### config.mk
export PLATFORM = sky130hd
export DESIGN_NAME = fir_sample_loader
export DESIGN_NICKNAME = d
export VERILOG_FILES = /design/src/rtl/fir_loader_pkg.sv /design/src/rtl/fir_step_gen.sv /design/src/rtl/fir_sample_loader.sv
export SDC_FILE = /design/constraint.sdc
export NUM_CORES = 1
export LEC_CHECK = 0
export BUFFER_PORTS_ARGS = -buffer_cell sky130_fd_sc_hd__buf_2
export CORE_ASPECT_RATIO = 1.25
export CORE_MARGIN = 10
export CORE_UTILIZATION = 40
export CTS_CLUSTER_DIAMETER = 150
export DETAILED_ROUTE_END_ITERATION = 12
export SLEW_MARGIN = 40
export SYNTH_ARGS = -nofsm -noshare
export SYNTH_HDL_FRONTEND = slang
export SYNTH_SLANG_ARGS = --single-unit
### constraint.sdc
create_clock -name clk -period 1.9 [get_ports clk]
set_input_delay 0.38 -clock clk [delete_from_list [all_inputs] [get_ports clk]]
set_output_delay 0.38 -clock clk [all_outputs]
set_load 0.005 [all_outputs]
### src/rtl/fir_loader_pkg.sv
// Shared definitions for the FIR sample loader.
// Holds the loader state encoding, default widths and step-pattern levels,
// and the sample-source select encodings.
package fir_loader_pkg;

  localparam int DEF_ADDR_W  = 10;
  localparam int DEF_DATA_W  = 8;
  localparam int DEF_STEP_HI = 40;
  localparam int DEF_STEP_LO = -40;

  localparam logic SRC_STREAM = 1'b0;
  localparam logic SRC_STEP   = 1'b1;

  typedef enum logic [1:0] {
    IDLE = 2'd0,
    LOAD = 2'd1,
    DONE = 2'd2
  } state_t;

endpackage

### src/rtl/fir_step_gen.sv
// Step-pattern sample generator (combinational).
// Ports:
//   index    - sample index within the current load
//   step_len - index of the first low-level sample
//   sample   - STEP_HI while index < step_len, otherwise STEP_LO
module fir_step_gen #(
  parameter int ADDR_W  = 10,
  parameter int DATA_W  = 8,
  parameter int STEP_HI = 40,
  parameter int STEP_LO = -40
) (
  input  logic [ADDR_W-1:0] index,
  input  logic [ADDR_W-1:0] step_len,
  output logic [DATA_W-1:0] sample
);

  localparam logic [DATA_W-1:0] HI = DATA_W'(STEP_HI);
  localparam logic [DATA_W-1:0] LO = DATA_W'(STEP_LO);

  assign sample = (index < step_len) ? HI : LO;

endmodule

### src/rtl/fir_sample_loader.sv
// Fills the FIR sample memory through write port A before a filter run.
// Samples come either from a valid/ready byte stream or from the internal
// step-pattern generator; sample_count bytes are written from base_addr
// upward (address wraps), then done pulses for one cycle.
// Ports:
//   clk, rst (sync, active-low)
//   start, src_sel, base_addr, sample_count, step_len - load request, latched in IDLE
//   s_valid, s_data, s_ready                          - stream input
//   mem_we, mem_addr, mem_wdata                       - registered memory write port
//   busy, done, wr_count                              - status
module fir_sample_loader
  import fir_loader_pkg::*;
#(
  parameter int ADDR_W  = DEF_ADDR_W,
  parameter int DATA_W  = DEF_DATA_W,
  parameter int STEP_HI = DEF_STEP_HI,
  parameter int STEP_LO = DEF_STEP_LO
) (
  input  logic              clk,
  input  logic              rst,
  input  logic              start,
  input  logic              src_sel,
  input  logic [ADDR_W-1:0] base_addr,
  input  logic [ADDR_W-1:0] sample_count,
  input  logic [ADDR_W-1:0] step_len,
  input  logic              s_valid,
  input  logic [DATA_W-1:0] s_data,
  output logic              s_ready,
  output logic              mem_we,
  output logic [ADDR_W-1:0] mem_addr,
  output logic [DATA_W-1:0] mem_wdata,
  output logic              busy,
  output logic              done,
  output logic [ADDR_W-1:0] wr_count
);

  state_t state, state_nx;

  logic              src_q;
  logic [ADDR_W-1:0] base_q;
  logic [ADDR_W-1:0] count_q;
  logic [ADDR_W-1:0] step_q;

  logic              fire;
  logic              last;
  logic [DATA_W-1:0] step_sample;
  logic [DATA_W-1:0] wdata_nx;

  fir_step_gen #(
    .ADDR_W (ADDR_W),
    .DATA_W (DATA_W),
    .STEP_HI(STEP_HI),
    .STEP_LO(STEP_LO)
  ) u_step_gen (
    .index   (wr_count),
    .step_len(step_q),
    .sample  (step_sample)
  );

  assign s_ready = (state == LOAD) && (src_q == SRC_STREAM);
  assign busy    = (state != IDLE);
  assign done    = (state == DONE);

  // count_q is never zero in LOAD (zero-length loads go straight to DONE),
  // so count_q-1 is the index of the final write.
  always_comb begin
    state_nx = state;
    fire     = 1'b0;
    wdata_nx = step_sample;
    last     = (wr_count == count_q - ADDR_W'(1));
    unique case (state)
      IDLE: begin
        if (start) state_nx = (sample_count == '0) ? DONE : LOAD;
      end
      LOAD: begin
        fire = (src_q == SRC_STEP) || s_valid;
        if (src_q == SRC_STREAM) wdata_nx = s_data;
        if (fire && last) state_nx = DONE;
      end
      DONE:    state_nx = IDLE;
      default: state_nx = IDLE;
    endcase
  end

  always_ff @(posedge clk) begin
    if (!rst) state <= IDLE;
    else      state <= state_nx;
  end

  always_ff @(posedge clk) begin
    if (!rst) begin
      src_q     <= SRC_STREAM;
      base_q    <= '0;
      count_q   <= '0;
      step_q    <= '0;
      wr_count  <= '0;
      mem_we    <= 1'b0;
      mem_addr  <= '0;
      mem_wdata <= '0;
    end else begin
      mem_we <= fire;
      if (state == IDLE && start) begin
        src_q    <= src_sel;
        base_q   <= base_addr;
        count_q  <= sample_count;
        step_q   <= step_len;
        wr_count <= '0;
      end
      if (fire) begin
        mem_addr  <= base_q + wr_count;
        mem_wdata <= wdata_nx;
        wr_count  <= wr_count + ADDR_W'(1);
      end
    end
  end

endmodule

==> reports/results.md, run 1 <==
• class of the most critical setup path: flip-flop to flip-flop
• horizontal die dimension: 103 um
• routed vias/inst: 5.27
• mean post-synth cell area: 8.02 um^2
• number of enable flip-flop cells after synthesis: 0
• CP bufs+invs: 0
• number of unique standard cell types used by synthesis: 49
• floorplan die area: 12,700 um^2
• critical path endpoint category: flip-flop
• area of the mapped netlist: 3420 um^2
• Rows: 37
• CP max-delay cell: sky130_fd_sc_hd__dfxtp_1
• Synth-to-Final Area Change: 26.2%
• classification of the worst-slack hold path: primary input to flip-flop
• Post-Synthesis Cells: 427
• Ant. Diodes: 0
• family of cells with the greatest summed delay on the critical path: compound AO/OA/AOI/OAI gates
• FF+latch area: 1250 um^2
• Final Routed Wirelength: 9.55 mm
• proportion of layout cells with a drive suffix above 1: 27.0%
• antenna violations before repair: 0
• Internal Pwr Total: 2.12 mW
• post-DR wirelength/cell: 15.5 um
• hold-critical path endpoint: base_q[8]
• actual slew at the worst max-slew pin: 0.513 ns
• outcome: complete, no violations
• worst rel slew slack: 65.6%
• final cell count without fillers: 616
• initial cell density of the core: 41.3%
• crit path max fanout: 6
• Clock Pin Slew Worst Setup and Hold Paths: 0.07 ns
• FF+latch count, synth: 62
• maximum count of clock buffers along a single path: 2
• leakage power summed over all cells: 1.91 nW
• grt ovf: 0
• clock skew: 0.00916 ns
• Synth warnings: 0
• worst reg2reg path depth: 7
• DRC violations left: 0
• maximum ir drop on the vdd rail: 315 uV
• routability congestion estimate: 0.795
• proportion of register bits with asynchronous set or reset after synthesis: 0%
• worst flop-to-flop path startpoint: wr_count[6]
• portion of total power attributed to the clock network: 33.1%
• share of the clock period used by the worst path: 96.9%
• share of the synthesized area in the top cell type: 36.2%
• Seq pwr share: 47.8%
• Hold Crit Depth: 3
• global-route usage over all layers: 15.3%
• setup total negative slack: 0 ns
• Fmax: 543 MHz
• PnR Total Power: 2.97 mW
• Iteration-0 DRC Markers: 137
• drt pass-1 iters: 4
• maximum number of pins on one net before global-route repair: 71
• remaining antenna violation count: 0
• nets in the synthesized netlist: 491
• critical path data arrival time: 2.12 ns
• Detailed Place HPWL: 7.08 mm
• post-placement cell count: 601
• number of port buffers: 74
• Hold Path Origin: base_addr[8]
• standard cell core area: 8290 um^2
• number of fill cells in the layout: 831
• number of sinks on the clock net: 62
• fin. max-slew vios: 0
• num ports: 75
• clock tree from TritonCTS: yes
• Root Driver: sky130_fd_sc_hd__clkbuf_8
• fin crit period: 1.84 ns
• Most used DFF post-synth: sky130_fd_sc_hd__dfxtp_1
• H-Tree Level Count: 3
• combined area of the multi-input logic cells: 2140 um^2
• count of max-cap constraint violations: 0
• part of the total power dissipated in combinational logic: 19.1%
• register-to-register path setup slack: 0.06 ns
• required time worst endpoint: 2.18 ns
• cell accounting for the most synthesized area: sky130_fd_sc_hd__dfxtp_1
• unrepaired setup endpoints after global routing: true
• destination of the worst register-to-register timing path: mem_addr[9]
• # nets final: 580
• placed inst area: 4040 um^2
• via count of the first global-routing pass: 3,120
• switching share of power: 28.5%
• startpoint type of the worst setup path: flip-flop
• Die Y-Extent: 123 um
• Net Switching: 0.847 mW
• CP peak stage delay: 0.42 ns
• global-route wire length before repair: 15.2 mm
• total of endpoints with negative setup slack in the final report: 0
• total CTS buffers: 9
• Non-Filler Cell Area, Final: 4320 um^2
• worst-skew pair later-pin latency: 0.35 ns
• power density normalized to cell area: 687 nW/um^2
• via count: 3,244
• critical-path cell list: ha_4 -> a21o_1 -> a21oi_1 -> nor2b_1 -> a311oi_2 -> xnor2_1 -> o2bb2ai_1
• share of synthesized area occupied by flip-flops and latches: 36.2%
• number of failing hold endpoints at the final stage: 0
• Synth area leaders: sky130_fd_sc_hd__dfxtp_1 (36%), sky130_fd_sc_hd__nand2_1 (9.8%), sky130_fd_sc_hd__a21boi_0 (7.7%)
sequential cells by signal, summed over array words and instances (netlist names):
name	flops
step_q	10
state	2
base_q	10
wr_count	10
mem_addr	10
mem_wdata	8
src_q	1
mem_we	1
count_q	10
metrics by stage:
step           utilization (%)  setup WS (ns)  hold WS (ns)
2_1_floorplan                -        0.00454         0.443
3_3_place_gp              48.8        -0.0823         0.445
3_5_place_dp              48.8        -0.0968         0.450
4_1_cts                   50.9        0.00105         0.258
5_1_grt                   52.2        -0.0519         0.253
6_report                  52.2         0.0594         0.271
power groups by stage:
stage                     sequential (mW)  clock (mW)  combinational, mW
after floorplan                      1.44           0              0.330
after global placement               1.45           0              0.523
after detailed placement             1.45           0              0.532
after CTS                            1.42        1.01              0.539
after global routing                 1.43        1.08              0.642
final                                1.42       0.984              0.568
per-layer routing:
layer / vias to the layer above / wire length, um / track usage (%)
met5: - / 0 / 0
met4: 0 / 208 / 6.18
li1: 1655 / - / -
met1: 1494 / 4120 / 17.5
met3: 14 / 561 / 6.14
met2: 81 / 4660 / 24.9
how the worst max path moves through the flow:
stage | startpoint | depth (start not counted) | endpoint
after CTS | wr_count[3] | 7 | mem_addr[9]
after floorplan | count_q[0] | 10 | state[0]
after global placement | wr_count[3] | 7 | mem_addr[9]
after detailed placement | wr_count[3] | 7 | mem_addr[9]
after global routing | wr_count[4] | 7 | mem_wdata[4]
final | wr_count[6] | 7 | mem_addr[9]
worst reg2reg max path, cell delays in order (launching register included):
cell,delay [ns]
sky130_fd_sc_hd__dfxtp_1,0.42
sky130_fd_sc_hd__ha_4,0.25
sky130_fd_sc_hd__a21o_1,0.20
sky130_fd_sc_hd__a21oi_1,0.19
sky130_fd_sc_hd__nor2b_1,0.08
sky130_fd_sc_hd__a311oi_2,0.33
sky130_fd_sc_hd__xnor2_1,0.18
sky130_fd_sc_hd__o2bb2ai_1,0.13
repair_timing:
action,4_1_cts,5_1_grt
endpoints found under the setup margin,9,10
buffers inserted,0,1
gates cloned,0,0
hold buffers,0,0
hold endpoints to repair,0,0
resized for setup,6,23
pin swaps,1,8
cells by family (layout without fill, tap and decap cells):
logic type                 Yosys count  after routing  synth area share, %
AOI/OAI and AO/OA                  107            107                 21.8
muxes                                1              1                0.292
xor gates and xnor gates            19             19                 5.08
buffers and inverters               40            132                 4.42
and+or+nand+nor                    177            177                 24.2
DFF                                 62             62                 36.2
adders and majority gates           21             21                 7.89
placed cells by master (no fill, tap or decap), types with 8 or more instances in the layout:
cell type,synthesis,routed
sky130_fd_sc_hd__nor2b_1,13,12
sky130_fd_sc_hd__ha_1,20,16
sky130_fd_sc_hd__a21boi_0,35,35
sky130_fd_sc_hd__nand2_1,89,89
sky130_fd_sc_hd__xnor2_1,12,12
sky130_fd_sc_hd__nand3_1,14,14
sky130_fd_sc_hd__inv_1,16,14
sky130_fd_sc_hd__buf_2,1,74
sky130_fd_sc_hd__clkbuf_8,0,10
sky130_fd_sc_hd__nor2_1,17,17
sky130_fd_sc_hd__nor3_1,8,8
sky130_fd_sc_hd__o21ai_0,15,12
sky130_fd_sc_hd__a21oi_1,18,16
sky130_fd_sc_hd__buf_4,0,26
sky130_fd_sc_hd__dfxtp_1,62,57
sky130_fd_sc_hd__and2_1,9,9
synthesized netlist by cell type (4+ instances only):
cell type,count
sky130_fd_sc_hd__a21o_1,6
sky130_fd_sc_hd__o21ai_0,15
sky130_fd_sc_hd__nor3_1,8
sky130_fd_sc_hd__inv_1,16
sky130_fd_sc_hd__ha_1,20
sky130_fd_sc_hd__nor2_1,17
sky130_fd_sc_hd__a21boi_0,35
sky130_fd_sc_hd__nand2_1,89
sky130_fd_sc_hd__nand2b_1,7
sky130_fd_sc_hd__xor2_1,6
sky130_fd_sc_hd__nand4_1,5
sky130_fd_sc_hd__nand3_1,14
sky130_fd_sc_hd__dfxtp_1,62
sky130_fd_sc_hd__and2_1,9
sky130_fd_sc_hd__o211ai_1,4
sky130_fd_sc_hd__nor2b_1,13
sky130_fd_sc_hd__clkbuf_1,23
sky130_fd_sc_hd__nor4_1,5
sky130_fd_sc_hd__o21a_1,4
sky130_fd_sc_hd__xnor2_1,12
sky130_fd_sc_hd__a21oi_1,18
cell type report:
type / count / area share (%)
clock buffers: 12 / 3.36
clock inverters: 2 / 0.232
repair buffers: 102 / 13.8
inverters: 16 / 1.39
flip-flops and latches: 62 / 28.9
well taps: 97 / 2.81
multi-input cells: 325 / 49.5
Note: power is estimated with default switching activity, not from simulation.
==> inputs of run 2 (changes only) <==
CORE_ASPECT_RATIO = not set   (was 1.25)
SKIP_CTS_REPAIR_TIMING = 1   (was not set)
==> reports/results.md, run 2 (synthesized netlist as in run 1, its figures left out) <==
• Root Driver: sky130_fd_sc_hd__clkbuf_8
• total of endpoints with negative setup slack in the final report: 0, unchanged
• routability congestion estimate: 0.868, +9.2%
• actual slew at the worst max-slew pin: 0.514 ns, +0.000317 ns
• Final Routed Wirelength: 9.50 mm, -0.48%
• Synth-to-Final Area Change: 28.0%
• Seq pwr share: 43.0%, -4.8 points
• num ports: 75, unchanged
• antenna violations before repair: 0, unchanged
• power density normalized to cell area: 753 nW/um^2, +9.6%
• routed vias/inst: 5.11, -2.9%
• worst rel slew slack: 65.8%, +0.21 points
• count of max-cap constraint violations: 0, unchanged
• CP peak stage delay: 0.41 ns, about the same
• critical-path cell list: buf_4 -> xor2_2 -> xnor2_1 -> a32o_1 -> a221o_1 -> nand4_1 -> a31o_1
• setup total negative slack: 0 ns, unchanged
• global-route usage over all layers: 15.0%, -0.30 points
• via count: 3,201, -1.3%
• critical path endpoint category: flip-flop
• horizontal die dimension: 113 um, +9.5%
• classification of the worst-slack hold path: primary input to flip-flop
• Ant. Diodes: 0, unchanged
• leakage power summed over all cells: 1.96 nW, +2.7%
• remaining antenna violation count: 0, unchanged
• Internal Pwr Total: 2.44 mW, +15%
• Die Y-Extent: 113 um, -8.8%
• share of the clock period used by the worst path: 95.4%, -1.5 points
• Detailed Place HPWL: 7.22 mm, +2.0%
• worst-skew pair later-pin latency: 0.35 ns, about the same
• number of failing hold endpoints at the final stage: 0, unchanged
• commonest non-fill, non-tap cells in the layout: sky130_fd_sc_hd__nand2_1 (89), sky130_fd_sc_hd__buf_2 (74), sky130_fd_sc_hd__dfxtp_1 (60)
• part of the total power dissipated in combinational logic: 17.3%, -1.8 points
• maximum count of clock buffers along a single path: 2, unchanged
• maximum ir drop on the vdd rail: 485 uV, +54%
• fin crit period: 1.81 ns, -0.0276 ns
• via count of the first global-routing pass: 3,300, +5.8%
• clock tree from TritonCTS: yes
• proportion of layout cells with a drive suffix above 1: 25.9%, -1.1 points
• number of port buffers: 74, unchanged
• H-Tree Level Count: 3, unchanged
• required time worst endpoint: 2.19 ns, about the same
• crit path max fanout: 4, -2
• portion of total power attributed to the clock network: 39.7%, +6.6 points
• # nets final: 581, +0.17%
• clock skew: 0.00901 ns, -0.000152 ns
• total CTS buffers: 9, unchanged
• drt pass-1 iters: 5, +1
• number of sinks on the clock net: 62, unchanged
• Non-Filler Cell Area, Final: 4380 um^2, +1.4%
• class of the most critical setup path: flip-flop to flip-flop
• Fmax: 552 MHz, +1.5%
• placed inst area: 4100 um^2, +1.5%
• global-route wire length before repair: 16.0 mm, +5.1%
• Net Switching: 0.864 mW, +2.1%
• critical path data arrival time: 2.11 ns, about the same
• number of fill cells in the layout: 816, -1.8%
• initial cell density of the core: 41.5%, +0.14 points
• grt ovf: 0, unchanged
• Clock Pin Slew Worst Setup and Hold Paths: 0.07 ns, about the same
• startpoint type of the worst setup path: flip-flop
• fin. max-slew vios: 0, unchanged
• standard cell core area: 8260 um^2, -0.35%
• outcome: complete, no violations
• leading cell type in the layout, fill and taps excluded: sky130_fd_sc_hd__nand2_1
• Rows: 33, -11%
• DRC violations left: 0, unchanged
• post-DR wirelength/cell: 15.2 um, -2.1%
• WHS: 0.276 ns, +0.00520 ns
• switching share of power: 26.2%, -2.3 points
• maximum number of pins on one net before global-route repair: 41, -42%
• Iteration-0 DRC Markers: 99, -28%
• CP max-delay cell: sky130_fd_sc_hd__dfxtp_1
• floorplan die area: 12,700 um^2, -0.19%
run 2: cell types whose count changed in the layout (fill, tap and decap cells not counted), moves of 2 or more:
cell                        change
sky130_fd_sc_hd__buf_12         +3
sky130_fd_sc_hd__bufinv_16      +2
sky130_fd_sc_hd__ha_1           +2
sky130_fd_sc_hd__inv_2          -2
sky130_fd_sc_hd__inv_1          +2
sky130_fd_sc_hd__dfxtp_2        -2
sky130_fd_sc_hd__ha_4           -2
sky130_fd_sc_hd__clkbuf_1       -2
sky130_fd_sc_hd__dfxtp_1        +3
run 2: layout make-up:
type / count / area [um^2] / share of cell area (%)
Inverter: 16 / 60.1 / 1.37
Multi-Input combinational cell: 325 / 2090 / 47.6
Tap cell: 105 / 131 / 3.00
Timing Repair Buffer: 103 / 638 / 14.6
Sequential cell: 62 / 1240 / 28.4
Clock buffer: 11 / 151 / 3.45
Clock inverter: 4 / 70.1 / 1.60
run 2: final timing paths:
path,start,end,slack (ns),cells after the start
worst max-delay path,wr_count[7],state[0],0.09,7
worst min-delay path,step_len[0],step_q[0],0.28,3
worst max register to register,wr_count[7],state[0],0.09,7
worst min register to register,mem_wdata[4],mem_wdata[4],0.45,2
run 2: metal layers:
| metal | vias up | share of wire [%] | GRT usage [%] |
|---|---|---|---|
| met5 | - | 0 | 0 |
| met4 | 0 | 1.8 | 5.92 |
| met3 | 16 | 4.7 | 3.94 |
| met2 | 61 | 46 | 24.7 |
| met1 | 1461 | 47 | 18.2 |
| li1 | 1663 | - | - |
run 2: stage by stage:
step                      std cells  setup WS [ns]  util, %  power [mW]
final                           626         0.0870     53.1        3.30
after global routing            626       -0.00507     53.1        3.47
after CTS                       626        -0.0475     52.4        3.31
after detailed placement        611        -0.0608     49.7        2.00
after global placement          611         0.0204     49.7        1.99
after floorplan                 427        0.00454        -        1.77
run 2: power groups by stage:
stage / clock network [mW] / logic [mW] / registers (mW)
floorplan: 0 / 0.330 / 1.44
global placement: 0 / 0.546 / 1.44
detailed placement: 0 / 0.555 / 1.45
CTS: 1.34 / 0.556 / 1.42
global route: 1.39 / 0.646 / 1.43
finish: 1.31 / 0.571 / 1.42
run 2: worst max-delay path, delay by kind of cell (launching register included):
family / cells / cell delay [ns]
and+or+nand+nor: 1 / 0.12
AOI/OAI and AO/OA: 3 / 0.75
DFF: 1 / 0.41
xor gates and xnor gates: 2 / 0.32
buffers and inverters: 1 / 0.16
==> inputs of run 3 (changes only) <==
CORE_UTILIZATION = 39   (was 40)
==> reports/results.md, run 3 (synthesized netlist as in run 1, its figures left out) <==
• outcome: complete, no violations
• num ports: 75, unchanged
• leakage power summed over all cells: 1.96 nW, about the same
• hold-critical path endpoint: base_q[9]
• worst flop-to-flop path startpoint: wr_count[4]
• H-Tree Level Count: 3, unchanged
• initial cell density of the core: 39.7%, -1.8 points
• worst reg2reg path depth: 7, unchanged
• register-to-register path setup slack: 0.10 ns, +0.02 ns
• standard cell core area: 8640 um^2, +4.6%
• post-DR wirelength/cell: 15.3 um, +0.56%
• Fmax: 557 MHz, +1.0%
• Global Route met1 Usage: 18.9%, +0.66 points
• met3 usage: 3.88%, -0.056 points
• horizontal die dimension: 114 um, +1.0%
• floorplan die area: 12,900 um^2, +2.1%
• Hold Path Origin: base_addr[9]
• DRC violations left: 0, unchanged
• placed inst area: 4120 um^2, +0.40%
• startpoint type of the worst setup path: flip-flop
• required time worst endpoint: 2.13 ns, -0.06 ns
• Die Y-Extent: 114 um, +1.0%
• critical path data arrival time: 2.02 ns, -0.09 ns
• worst-skew pair later-pin latency: 0.35 ns, about the same
• number of fill cells in the layout: 893, +9.4%
• routed vias/inst: 5.14, +0.58%
• number of port buffers: 74, unchanged
• grt ovf: 0, unchanged
• via count: 3,271, +2.2%
• maximum count of clock buffers along a single path: 2, unchanged
• global-route wire length before repair: 15.9 mm, -0.56%
• critical-path cell list: buf_4 -> ha_1 -> a21oi_1 -> a21oi_2 -> or3_1 -> nand3_1 -> a21boi_0
• commonest non-fill, non-tap cells in the layout: sky130_fd_sc_hd__nand2_1 (89), sky130_fd_sc_hd__buf_2 (74), sky130_fd_sc_hd__dfxtp_1 (56)
• count of max-cap constraint violations: 0, unchanged
• CP max-delay cell: sky130_fd_sc_hd__or3_1
• Clock Pin Slew Worst Setup and Hold Paths: 0.07 ns, about the same
• global-route usage over all layers: 15.1%, +0.14 points
• Detailed Place HPWL: 7.27 mm, +0.73%
• proportion of layout cells with a drive suffix above 1: 27.8%, +1.9 points
• global route hottest layer: met2
• actual slew at the worst max-slew pin: 0.411 ns, -0.103 ns
• crit path max fanout: 6, +2
• number of failing hold endpoints at the final stage: 0, unchanged
• maximum number of pins on one net before global-route repair: 47, +15%
• Final Routed Wirelength: 9.71 mm, +2.2%
• number of sinks on the clock net: 62, unchanged
• clock tree from TritonCTS: yes
• total CTS buffers: 9, unchanged
• Synth-to-Final Area Change: 28.2%
• PnR Total Power: 3.17 mW, -4.1%
• # nets final: 587, +1.0%
• Root Driver: sky130_fd_sc_hd__clkbuf_8
• maximum ir drop on the vdd rail: 384 uV, -21%
• fin crit period: 1.80 ns, -0.0180 ns
• critical path endpoint category: flip-flop
• antenna violations before repair: 0, unchanged
• class of the most critical setup path: flip-flop to flip-flop
• via count of the first global-routing pass: 3,293, -0.21%
• met2 GRT Util: 23.7%, -0.97 points
• Ant. Diodes: 0, unchanged
• worst rel slew slack: 72.6%, +6.8 points
• unrepaired setup endpoints after global routing: true
• share of the clock period used by the worst path: 94.5%, -0.95 points
• Non-Filler Cell Area, Final: 4390 um^2, +0.20%
• drt pass-1 iters: 4, -1
• routability congestion estimate: 0.874, +0.69%
• clock skew: 0.00857 ns, -0.000438 ns
• power density normalized to cell area: 721 nW/um^2, -4.3%
• CP peak stage delay: 0.36 ns, -0.05 ns
• total of endpoints with negative setup slack in the final report: 0, unchanged
• Rows: 34, +3.0%
• setup total negative slack: 0 ns, unchanged
• destination of the worst register-to-register timing path: mem_addr[7]
• Hold Crit Depth: 3, unchanged
• classification of the worst-slack hold path: primary input to flip-flop
• fin. max-slew vios: 0, unchanged
• remaining antenna violation count: 0, unchanged
• leading cell type in the layout, fill and taps excluded: sky130_fd_sc_hd__nand2_1
• Iteration-0 DRC Markers: 206, +110%
[run 3: cell count changes in the layout (fill, tap and decap cells not counted), sizes merged]
cell / delta
buf: +6
bufinv: -1
clkinvlp: +2
[run 3: worst max-delay path: cells and delay by family, from the launching register on]
kind,cells,cell delay (ns)
AOI/OAI and AO/OA,3,0.41
adders and majority gates,1,0.34
buffers and inverters,1,0.17
DFF,1,0.32
and+or+nand+nor,2,0.45
[run 3: cell type report]
type | instances | area [um^2] | share of cell area [%]
Clock buffer | 11 | 141 | 3.22
Clock inverter | 5 | 58.8 | 1.34
Inverter | 16 | 60.1 | 1.37
Multi-Input combinational cell | 325 | 2090 | 47.6
Sequential cell | 62 | 1250 | 28.4
Tap cell | 108 | 135 | 3.08
Timing Repair Buffer | 109 | 658 | 15.0
[run 3: per-layer routing]
metal	wire (um)	vias to the layer above
met5	0	-
met4	173	0
met3	490	17
met2	4660	85
met1	4380	1494
li1	-	1675
[run 3: power breakdown]
| part | leakage, nW | switching, mW | total, mW | internal, mW |
|---|---|---|---|---|
| Sequential | 0.509 | 0.0473 | 1.42 | 1.37 |
| Combinational | 1.36 | 0.302 | 0.563 | 0.260 |
| Clock | 0.0955 | 0.545 | 1.19 | 0.642 |
[run 3: stage by stage]
step           worst slack [ns]  cells  hold WS (ns)  util [%]
3_5_place_dp            -0.0548    619         0.452      47.7
4_1_cts                 -0.0582    635         0.270      50.0
5_1_grt                 -0.0132    636         0.269      50.9
2_1_floorplan           0.00454    427         0.443         -
3_3_place_gp             0.0426    619         0.441      47.7
6_report                  0.105    636         0.280      50.9
[run 3: how the worst max path moves through the flow]
| stage | cells past startpoint | start | to |
|---|---|---|---|
| final | 7 | wr_count[4] | mem_addr[7] |
| after global routing | 9 | wr_count[0] | mem_addr[8] |
| after CTS | 9 | step_q[4] | mem_wdata[6] |
| after detailed placement | 9 | step_q[4] | mem_wdata[6] |
| after global placement | 9 | step_q[4] | mem_wdata[6] |
| after floorplan | 10 | count_q[0] | state[0] |
